[src/rtl/fb_pkg.sv]
// -----------------------------------------------------------------------------
// fb_pkg
// Shared framebuffer definitions for the rectangle-fill engine and the VGA
// scan-out stage: geometry constants, pixel/address types, command field
// types and the fill FSM state encoding.
// -----------------------------------------------------------------------------
package fb_pkg;

  localparam int FB_W  = 200;  // visible pixels per line
  localparam int FB_H  = 600;  // visible lines per frame
  localparam int ADR_W = 17;   // framebuffer address width
  localparam int PIX_W = 24;   // R[23:16] G[15:8] B[7:0]

  typedef logic [PIX_W-1:0] pixel_t;
  typedef logic [ADR_W-1:0] fb_adr_t;

  // Command field widths.
  typedef logic [7:0] x_t;
  typedef logic [9:0] y_t;
  typedef logic [8:0] w_t;
  typedef logic [9:0] h_t;

  typedef enum logic {IDLE, FILL} fill_state_t;

  // Address of the first pixel of line y. Constant multiplier, used only
  // at command accept, so the fill loop itself is adder-only.
  function automatic fb_adr_t row_base_of(input y_t y);
    return fb_adr_t'(y) * fb_adr_t'(FB_W);
  endfunction

endpackage

[src/rtl/fb_rect_fill_if.sv]
// -----------------------------------------------------------------------------
// fb_rect_fill_if
// Bundles the command handshake and the framebuffer write port of the
// rectangle-fill engine.
//   cmd_valid/cmd_ready   : command handshake
//   cmd_x/y/w/h/color     : command fields (held by source until accepted)
//   fb_grant              : arbiter grants a RAM write slot this cycle
//   fb_we/fb_adr/fb_d     : framebuffer write port
// Modports: slave = fill engine, master = command source + RAM/arbiter side.
// -----------------------------------------------------------------------------
interface fb_rect_fill_if;
  import fb_pkg::*;

  logic    cmd_valid;
  logic    cmd_ready;
  x_t      cmd_x;
  y_t      cmd_y;
  w_t      cmd_w;
  h_t      cmd_h;
  pixel_t  cmd_color;
  logic    fb_grant;
  logic    fb_we;
  fb_adr_t fb_adr;
  pixel_t  fb_d;

  modport slave (
    input  cmd_valid, cmd_x, cmd_y, cmd_w, cmd_h, cmd_color, fb_grant,
    output cmd_ready, fb_we, fb_adr, fb_d
  );

  modport master (
    output cmd_valid, cmd_x, cmd_y, cmd_w, cmd_h, cmd_color, fb_grant,
    input  cmd_ready, fb_we, fb_adr, fb_d
  );

endinterface

[src/rtl/fb_rect_walker.sv]
// -----------------------------------------------------------------------------
// fb_rect_walker
// Raster-order address generator for one rectangle: column counter, line
// counter and a row-base accumulator that steps by FB_W per line.
//   i_clk, i_rst   : clock, synchronous active-high reset
//   i_load         : capture a new rectangle (x0, w, h, row base of line y)
//   i_advance      : one pixel has been written; step to the next
//   o_adr          : address of the current pixel
//   o_last         : current pixel is the final one of the rectangle
// Loaded w and h must be non-zero.
// -----------------------------------------------------------------------------
module fb_rect_walker
  import fb_pkg::*;
(
  input  logic    i_clk,
  input  logic    i_rst,
  input  logic    i_load,
  input  x_t      i_x0,
  input  w_t      i_w,
  input  h_t      i_h,
  input  fb_adr_t i_row_base,
  input  logic    i_advance,
  output fb_adr_t o_adr,
  output logic    o_last
);

  x_t      r_x0;
  w_t      r_w;
  w_t      r_x_cur;
  h_t      r_lines;     // lines remaining, including the current one
  fb_adr_t r_row_base;

  logic w_row_end;

  assign w_row_end = (r_x_cur == r_w - w_t'(1));
  assign o_last    = w_row_end && (r_lines == h_t'(1));
  assign o_adr     = r_row_base + fb_adr_t'(r_x0) + fb_adr_t'(r_x_cur);

  // NOTE: sequential state uses non-blocking assignments so every register
  // samples pre-edge values regardless of statement order.
  always_ff @(posedge i_clk) begin
    if (i_rst) begin
      r_x0       <= '0;
      r_w        <= '0;
      r_x_cur    <= '0;
      r_lines    <= '0;
      r_row_base <= '0;
    end else if (i_load) begin
      r_x0       <= i_x0;
      r_w        <= i_w;
      r_x_cur    <= '0;
      r_lines    <= i_h;
      r_row_base <= i_row_base;
    end else if (i_advance) begin
      if (w_row_end) begin
        r_x_cur    <= '0;
        r_row_base <= r_row_base + fb_adr_t'(FB_W);
        r_lines    <= r_lines - h_t'(1);
      end else begin
        r_x_cur    <= r_x_cur + w_t'(1);
      end
    end
  end

endmodule

[src/rtl/fb_rect_fill.sv]
// -----------------------------------------------------------------------------
// fb_rect_fill
// Rectangle-fill engine: accepts fill commands and emits one framebuffer
// write per granted cycle, in raster order.
//   CLOCK_50  : system clock (rising edge)
//   reset     : synchronous, active-high; aborts any fill in progress
//   bus       : fb_rect_fill_if.slave (command handshake + RAM write port)
//   busy      : fill in progress
//   done      : one-cycle pulse in the first IDLE cycle after a command ends
//   cmd_err   : one-cycle pulse after an out-of-range command is dropped
// Build option: define FB_RECT_FILL_CLIP_EN to clip out-of-range rectangles
// to the screen instead of rejecting them with cmd_err.
// -----------------------------------------------------------------------------
module fb_rect_fill
  import fb_pkg::*;
(
  input  logic           CLOCK_50,
  input  logic           reset,
  fb_rect_fill_if.slave  bus,
  output logic           busy,
  output logic           done,
  output logic           cmd_err
);

  // 11-bit extents hold x0+w (<= 766) and y+h (<= 2046) without wrap.
  localparam logic [10:0] FB_W_EXT = 11'(FB_W);
  localparam logic [10:0] FB_H_EXT = 11'(FB_H);

  fill_state_t r_state;
  pixel_t      r_color;
  logic        r_done;
  logic        r_err;

  logic        w_fill;
  logic        w_accept;
  logic [10:0] w_x_end;
  logic [10:0] w_y_end;
  w_t          w_w_eff;
  h_t          w_h_eff;
  logic        w_zero;
  logic        w_oob;
  logic        w_load;
  logic        w_advance;
  logic        w_last;
  fb_adr_t     w_adr;

  assign w_fill   = (r_state == FILL);
  assign w_accept = bus.cmd_valid && (r_state == IDLE);
  assign w_x_end  = {3'b000, bus.cmd_x} + {2'b00, bus.cmd_w};
  assign w_y_end  = {1'b0, bus.cmd_y} + {1'b0, bus.cmd_h};

  // NOTE: every always_comb output gets a default first so no path leaves
  // it unassigned, which would infer a latch.
  always_comb begin
    w_w_eff = bus.cmd_w;
    w_h_eff = bus.cmd_h;
    w_oob   = 1'b0;
`ifdef FB_RECT_FILL_CLIP_EN
    // An origin off-screen yields an empty rectangle (zero-size path).
    if ({3'b000, bus.cmd_x} >= FB_W_EXT)
      w_w_eff = '0;
    else if (w_x_end > FB_W_EXT)
      w_w_eff = w_t'(FB_W_EXT - {3'b000, bus.cmd_x});
    if ({1'b0, bus.cmd_y} >= FB_H_EXT)
      w_h_eff = '0;
    else if (w_y_end > FB_H_EXT)
      w_h_eff = h_t'(FB_H_EXT - {1'b0, bus.cmd_y});
`else
    w_oob = (w_x_end > FB_W_EXT) || (w_y_end > FB_H_EXT);
`endif
  end

  // Zero-size is checked before bounds: an empty command completes with
  // done even if its origin lies off-screen.
  assign w_zero    = (w_w_eff == '0) || (w_h_eff == '0);
  assign w_load    = w_accept && !w_zero && !w_oob;
  assign w_advance = w_fill && bus.fb_grant;

  fb_rect_walker u_walker (
    .i_clk      (CLOCK_50),
    .i_rst      (reset),
    .i_load     (w_load),
    .i_x0       (bus.cmd_x),
    .i_w        (w_w_eff),
    .i_h        (w_h_eff),
    .i_row_base (row_base_of(bus.cmd_y)),
    .i_advance  (w_advance),
    .o_adr      (w_adr),
    .o_last     (w_last)
  );

  always_ff @(posedge CLOCK_50) begin
    if (reset) begin
      r_state <= IDLE;
      r_color <= '0;
      r_done  <= 1'b0;
      r_err   <= 1'b0;
    end else begin
      r_done <= 1'b0;
      r_err  <= 1'b0;
      case (r_state)
        IDLE: begin
          if (w_accept) begin
            if (w_zero) begin
              r_done <= 1'b1;
            end else if (w_oob) begin
              r_err <= 1'b1;
            end else begin
              r_color <= bus.cmd_color;
              r_state <= FILL;
            end
          end
        end
        FILL: begin
          if (bus.fb_grant && w_last) begin
            r_state <= IDLE;
            r_done  <= 1'b1;
          end
        end
        default: r_state <= IDLE;
      endcase
    end
  end

  // Write port is combinational from registered state; forced to zero
  // outside FILL so idle outputs match the reset values.
  assign bus.cmd_ready = (r_state == IDLE);
  assign bus.fb_we     = w_advance;
  assign bus.fb_adr    = w_fill ? w_adr   : '0;
  assign bus.fb_d      = w_fill ? r_color : '0;
  assign busy          = w_fill;
  assign done          = r_done;
  assign cmd_err       = r_err;

endmodule

[src/flat_wrapper.sv]
// flat-port wrapper written by rule: the top's interface ports become plain ports
module fb_rect_fill_flat import fb_pkg::*;
  (CLOCK_50, reset, busy, done, cmd_err, bus_cmd_valid, bus_cmd_x, bus_cmd_y, bus_cmd_w, bus_cmd_h, bus_cmd_color, bus_fb_grant, bus_cmd_ready, bus_fb_we, bus_fb_adr, bus_fb_d);
  fb_rect_fill_if bus_i ();
  input  logic CLOCK_50;
  input  logic reset;
  output logic busy;
  output logic done;
  output logic cmd_err;
  input wire logic [$bits(bus_i.cmd_valid)-1:0] bus_cmd_valid;
  input wire logic [$bits(bus_i.cmd_x)-1:0] bus_cmd_x;
  input wire logic [$bits(bus_i.cmd_y)-1:0] bus_cmd_y;
  input wire logic [$bits(bus_i.cmd_w)-1:0] bus_cmd_w;
  input wire logic [$bits(bus_i.cmd_h)-1:0] bus_cmd_h;
  input wire logic [$bits(bus_i.cmd_color)-1:0] bus_cmd_color;
  input wire logic [$bits(bus_i.fb_grant)-1:0] bus_fb_grant;
  output wire logic [$bits(bus_i.cmd_ready)-1:0] bus_cmd_ready;
  output wire logic [$bits(bus_i.fb_we)-1:0] bus_fb_we;
  output wire logic [$bits(bus_i.fb_adr)-1:0] bus_fb_adr;
  output wire logic [$bits(bus_i.fb_d)-1:0] bus_fb_d;
  assign bus_i.cmd_valid = bus_cmd_valid;
  assign bus_i.cmd_x = bus_cmd_x;
  assign bus_i.cmd_y = bus_cmd_y;
  assign bus_i.cmd_w = bus_cmd_w;
  assign bus_i.cmd_h = bus_cmd_h;
  assign bus_i.cmd_color = bus_cmd_color;
  assign bus_i.fb_grant = bus_fb_grant;
  assign bus_cmd_ready = bus_i.cmd_ready;
  assign bus_fb_we = bus_i.fb_we;
  assign bus_fb_adr = bus_i.fb_adr;
  assign bus_fb_d = bus_i.fb_d;
  fb_rect_fill u_core (.CLOCK_50(CLOCK_50), .reset(reset), .bus(bus_i), .busy(busy), .done(done), .cmd_err(cmd_err));
endmodule
[config.mk]
export PLATFORM = sky130hd
export DESIGN_NAME = fb_rect_fill_flat
export DESIGN_NICKNAME = d
export VERILOG_FILES = /design/src/rtl/fb_pkg.sv /design/src/rtl/fb_rect_fill_if.sv /design/src/rtl/fb_rect_walker.sv /design/src/rtl/fb_rect_fill.sv /design/src/flat_wrapper.sv
export SDC_FILE = /design/constraint.sdc
export NUM_CORES = 1
export LEC_CHECK = 0
export CORE_MARGIN = 2
export CORE_UTILIZATION = 40
export CTS_BUF_LIST = sky130_fd_sc_hd__clkbuf_4
export DETAILED_ROUTE_END_ITERATION = 7
export PLACE_DENSITY_LB_ADDON = 0.2
export SLEW_MARGIN = 20
export SYNTH_ARGS = -nofsm -noshare
export SYNTH_HDL_FRONTEND = slang
export SYNTH_SLANG_ARGS = --single-unit
export TNS_END_PERCENT = 30
[constraint.sdc]
create_clock -name CLOCK_50 -period 8.6 [get_ports CLOCK_50]
set_input_delay 2.58 -clock CLOCK_50 [delete_from_list [all_inputs] [get_ports CLOCK_50]]
set_output_delay 2.58 -clock CLOCK_50 [all_outputs]
set_load 0.02 [all_outputs]
==> run_results.csv <==
group,metric,value,unit
grt,grt_pass1_vias,5120,
finish,final_common_cell,"nand2_1",
detailed_routing,avgViaCountPerCell,5.18,
finish,drive_above_1_share,4.30,%
grt,grt_antenna_before_repair,0,
timing,fin_ws,1.76,ns
clocking,path_clk_slew,0.13,ns
run_status,status,"complete, no violations",
yosys,synthDistinctLibCells,59,
finish,fill_cells,1448,
run,max_cap_viol_count,0,
placed_design,dpl.hpwl,11.2,mm
yosys,synth.ff_latch_count,77,
timing,fin_crit_sh,79.6,%
power,p_leak,2.87,nW
finish,diodes,0,
finish,most-common-layout-cells,"nand2_1 (112), clkdlybuf4s50_1 (109), dfxtp_1 (77), a21oi_1 (69), ha_1 (68)",
yosys,yosysWarnings,0,
grt,overflow,0,
yosys,async_reset_ff_share,0,%
finish,fin_area,7390,µm²
power,peakVddDrop,0.0819,mV
yosys,synth_top_cell_area_share,25.7,%
detailed_routing,drt_iter0_drc,247,
yosys,synth_fp_nets,906,
placed_design,port_buffers,110,
clocking,cts_max_path_buffers,2,
timing,fin_skew,0.0185,ns
grt,grt_util_all_layers,18.6,%
floorplanning,die_area,16000,µm²
clocking,h-tree-depth,3,
yosys,synth.top_cells.by_area,"dfxtp_1 (26%), ha_1 (14%), nand2_1 (7.0%)",
clocking,cts_tree,"built",
floorplanning,start_util,41.1,%
worst_setup_path,cp_cell_sequence,"clkdlybuf4s50_1 > nand2_1 > inv_1 > clkdlybuf4s50_1",
floorplanning,ios,111,
clocking,cts-hold-fix-buffers,0,
yosys,synth_area_per_cell,7.88,µm²
yosys,synth.largest_area_cell,"dfxtp_1",
clocking,clkLatencyLatePin,0.46,ns
worst_setup_path,cpPeakStageDelay,0.70,ns
timing,setup_viol,0,
yosys,synth_edf_count,0,
finish,regArea,1540,µm²
grt,grt_max_degree,70,
detailed_routing,first_pass_iters,5,
detailed_routing,final_antenna_net_count,0,
clocking,cts.sinks,77,
placed_design,gp_congestion,0.850,
placed_design,place_ws,1.75,ns
worst_setup_path,crit_path_end_kind,"output pin",
timing,tns,0,ns
timing,drv_slew,0,
power,power_density,122,nW/µm²
detailed_routing,drt_wl_total,14.6,mm
timing,rsz0062_at_grt,"no",
placed_design,post_dp_cell_area,7250,µm²
yosys,netlist_instances,760,
clocking,post-cts-setup-buffers,0,
floorplanning,rows,44,
worst_setup_path,worst-endpoint-required,6.02,ns
floorplanning,die_height,126,µm
detailed_routing,post-route-drc-count,0,
yosys,synth_flop_cell,"dfxtp_1",
timing,slew_headroom,31.6,%
power,power.total,903,µW
floorplanning,die_x,126,µm
timing,max_freq,146,MHz
grt,grt_pass1_wl,24.4,mm
detailed_routing,wl_per_cell,14.0,µm
min_path,min_path_type,"register to register",
finish,layout.nets,1001,
timing,hold_viol_final,0,
floorplanning,core,14600,µm²
yosys,netlist_area,5990,µm²
timing,period_minus_slack,6.84,ns
clocking,cts_made_buffers,9,
detailed_routing,num_vias,5409,
worst_setup_path,cp_common_cell,"clkdlybuf4s50_1",
worst_setup_path,cp.arrival,4.26,ns
finish,multi_input_comb_area,4180,µm²
clocking,cts.root.buffer_cell,"clkbuf_4",
worst_setup_path,start_kind,"input pin",
clocking,ctsResizeCount,0,
worst_setup_path,cp_max_fo,13,
timing,tightest_slew,1.03,ns
finish,area_growth_syn_to_layout,23.4,%
worst_setup_path,worstSetupPathType,"input pin to output pin",
worst_setup_path,slowest_stage,"clkdlybuf4s50_1",
yosys,ys_seq_area_share,25.7,%
## report_power, final
group | internal [mW] | switching (mW)
clock | 0.0911 | 0.134
sequential | 0.374 | 0.0160
combinational | 0.132 | 0.155
total | 0.598 | 0.305
## cells in the mapped netlist, types with 3 or more instances
cell	instances
nand2_1	112
dfxtp_1	77
a21oi_1	69
ha_1	68
nor2_1	63
inv_1	39
xor2_1	28
and2_1	27
a211oi_1	25
xnor2_1	25
clkbuf_1	20
o21ai_0	20
nor3_1	17
nand3_1	15
fa_1	13
and3_1	11
buf_2	10
nand2b_1	8
nand3b_1	7
nor4_1	7
o211ai_1	7
nand4_1	6
nor2_2	6
nor2b_1	6
nor3b_1	6
or4_1	6
a21boi_0	5
a21o_1	5
mux2i_1	5
or3_1	5
a31oi_1	3
o311ai_0	3
or2_2	3
## routing by layer
metal	track usage, %	wire length (µm)
met1	25.1	7070
met5	0	0
met3	6.33	939
met4	3.68	169
met2	29.0	6400
## cells by family after synthesis
family	after synthesis	share of synthesized area (%)
buffers and inverters	71	4.78
muxes	5	0.836
AOI/OAI and AO/OA	162	17.2
xor gates and xnor gates	53	7.75
adders and majority gates	81	18.6
DFF	77	25.7
and+or+nand+nor	311	25.1
## sequential cells by signal (all words and copies together), names as in the netlist
name,cells
u_core.busy,1
u_core.cmd_err,1
u_core.done,1
u_core.r_color,24
u_core.u_walker.r_lines,10
u_core.u_walker.r_row_base,14
u_core.u_walker.r_w,9
u_core.u_walker.r_x0,8
u_core.u_walker.r_x_cur,9
## cell type report
type | count | area share [%]
multi-input cells | 612 | 56.6
flip-flops and latches | 77 | 20.9
repair buffers | 116 | 15.6
well taps | 184 | 3.12
inverters | 39 | 1.98
clock buffers | 10 | 1.02
clock inverters | 6 | 0.864
## stage by stage
stage	instances	utilization (%)	hold slack, ns
5_1_grt	1044	50.7	0.470
4_1_cts	1044	50.7	0.457
3_5_place_dp	1028	49.7	0.439
6_report	1044	50.7	0.453
2_1_floorplan	760	-	0.427
3_3_place_gp	1028	49.7	0.434
## critical path, delay by kind of cell
kind	cells	cell delay, ns
simple gates	1	0.14
buf+inv	3	1.55
## path summary, 6_finish.rpt
| kind | start | end | slack, ns | cells past startpoint |
|---|---|---|---|---|
| worst max-delay path | bus_fb_grant | bus_fb_we | 1.76 | 4 |
| worst max register to register | u_core.u_walker.r_w[0] | u_core.u_walker.r_row_base[14] | 5.77 | 10 |
| worst min register to register | u_core.r_color[5] | u_core.r_color[5] | 0.45 | 2 |
| worst min-delay path | u_core.r_color[5] | u_core.r_color[5] | 0.45 | 2 |
Power figures use the tool's default switching activity.
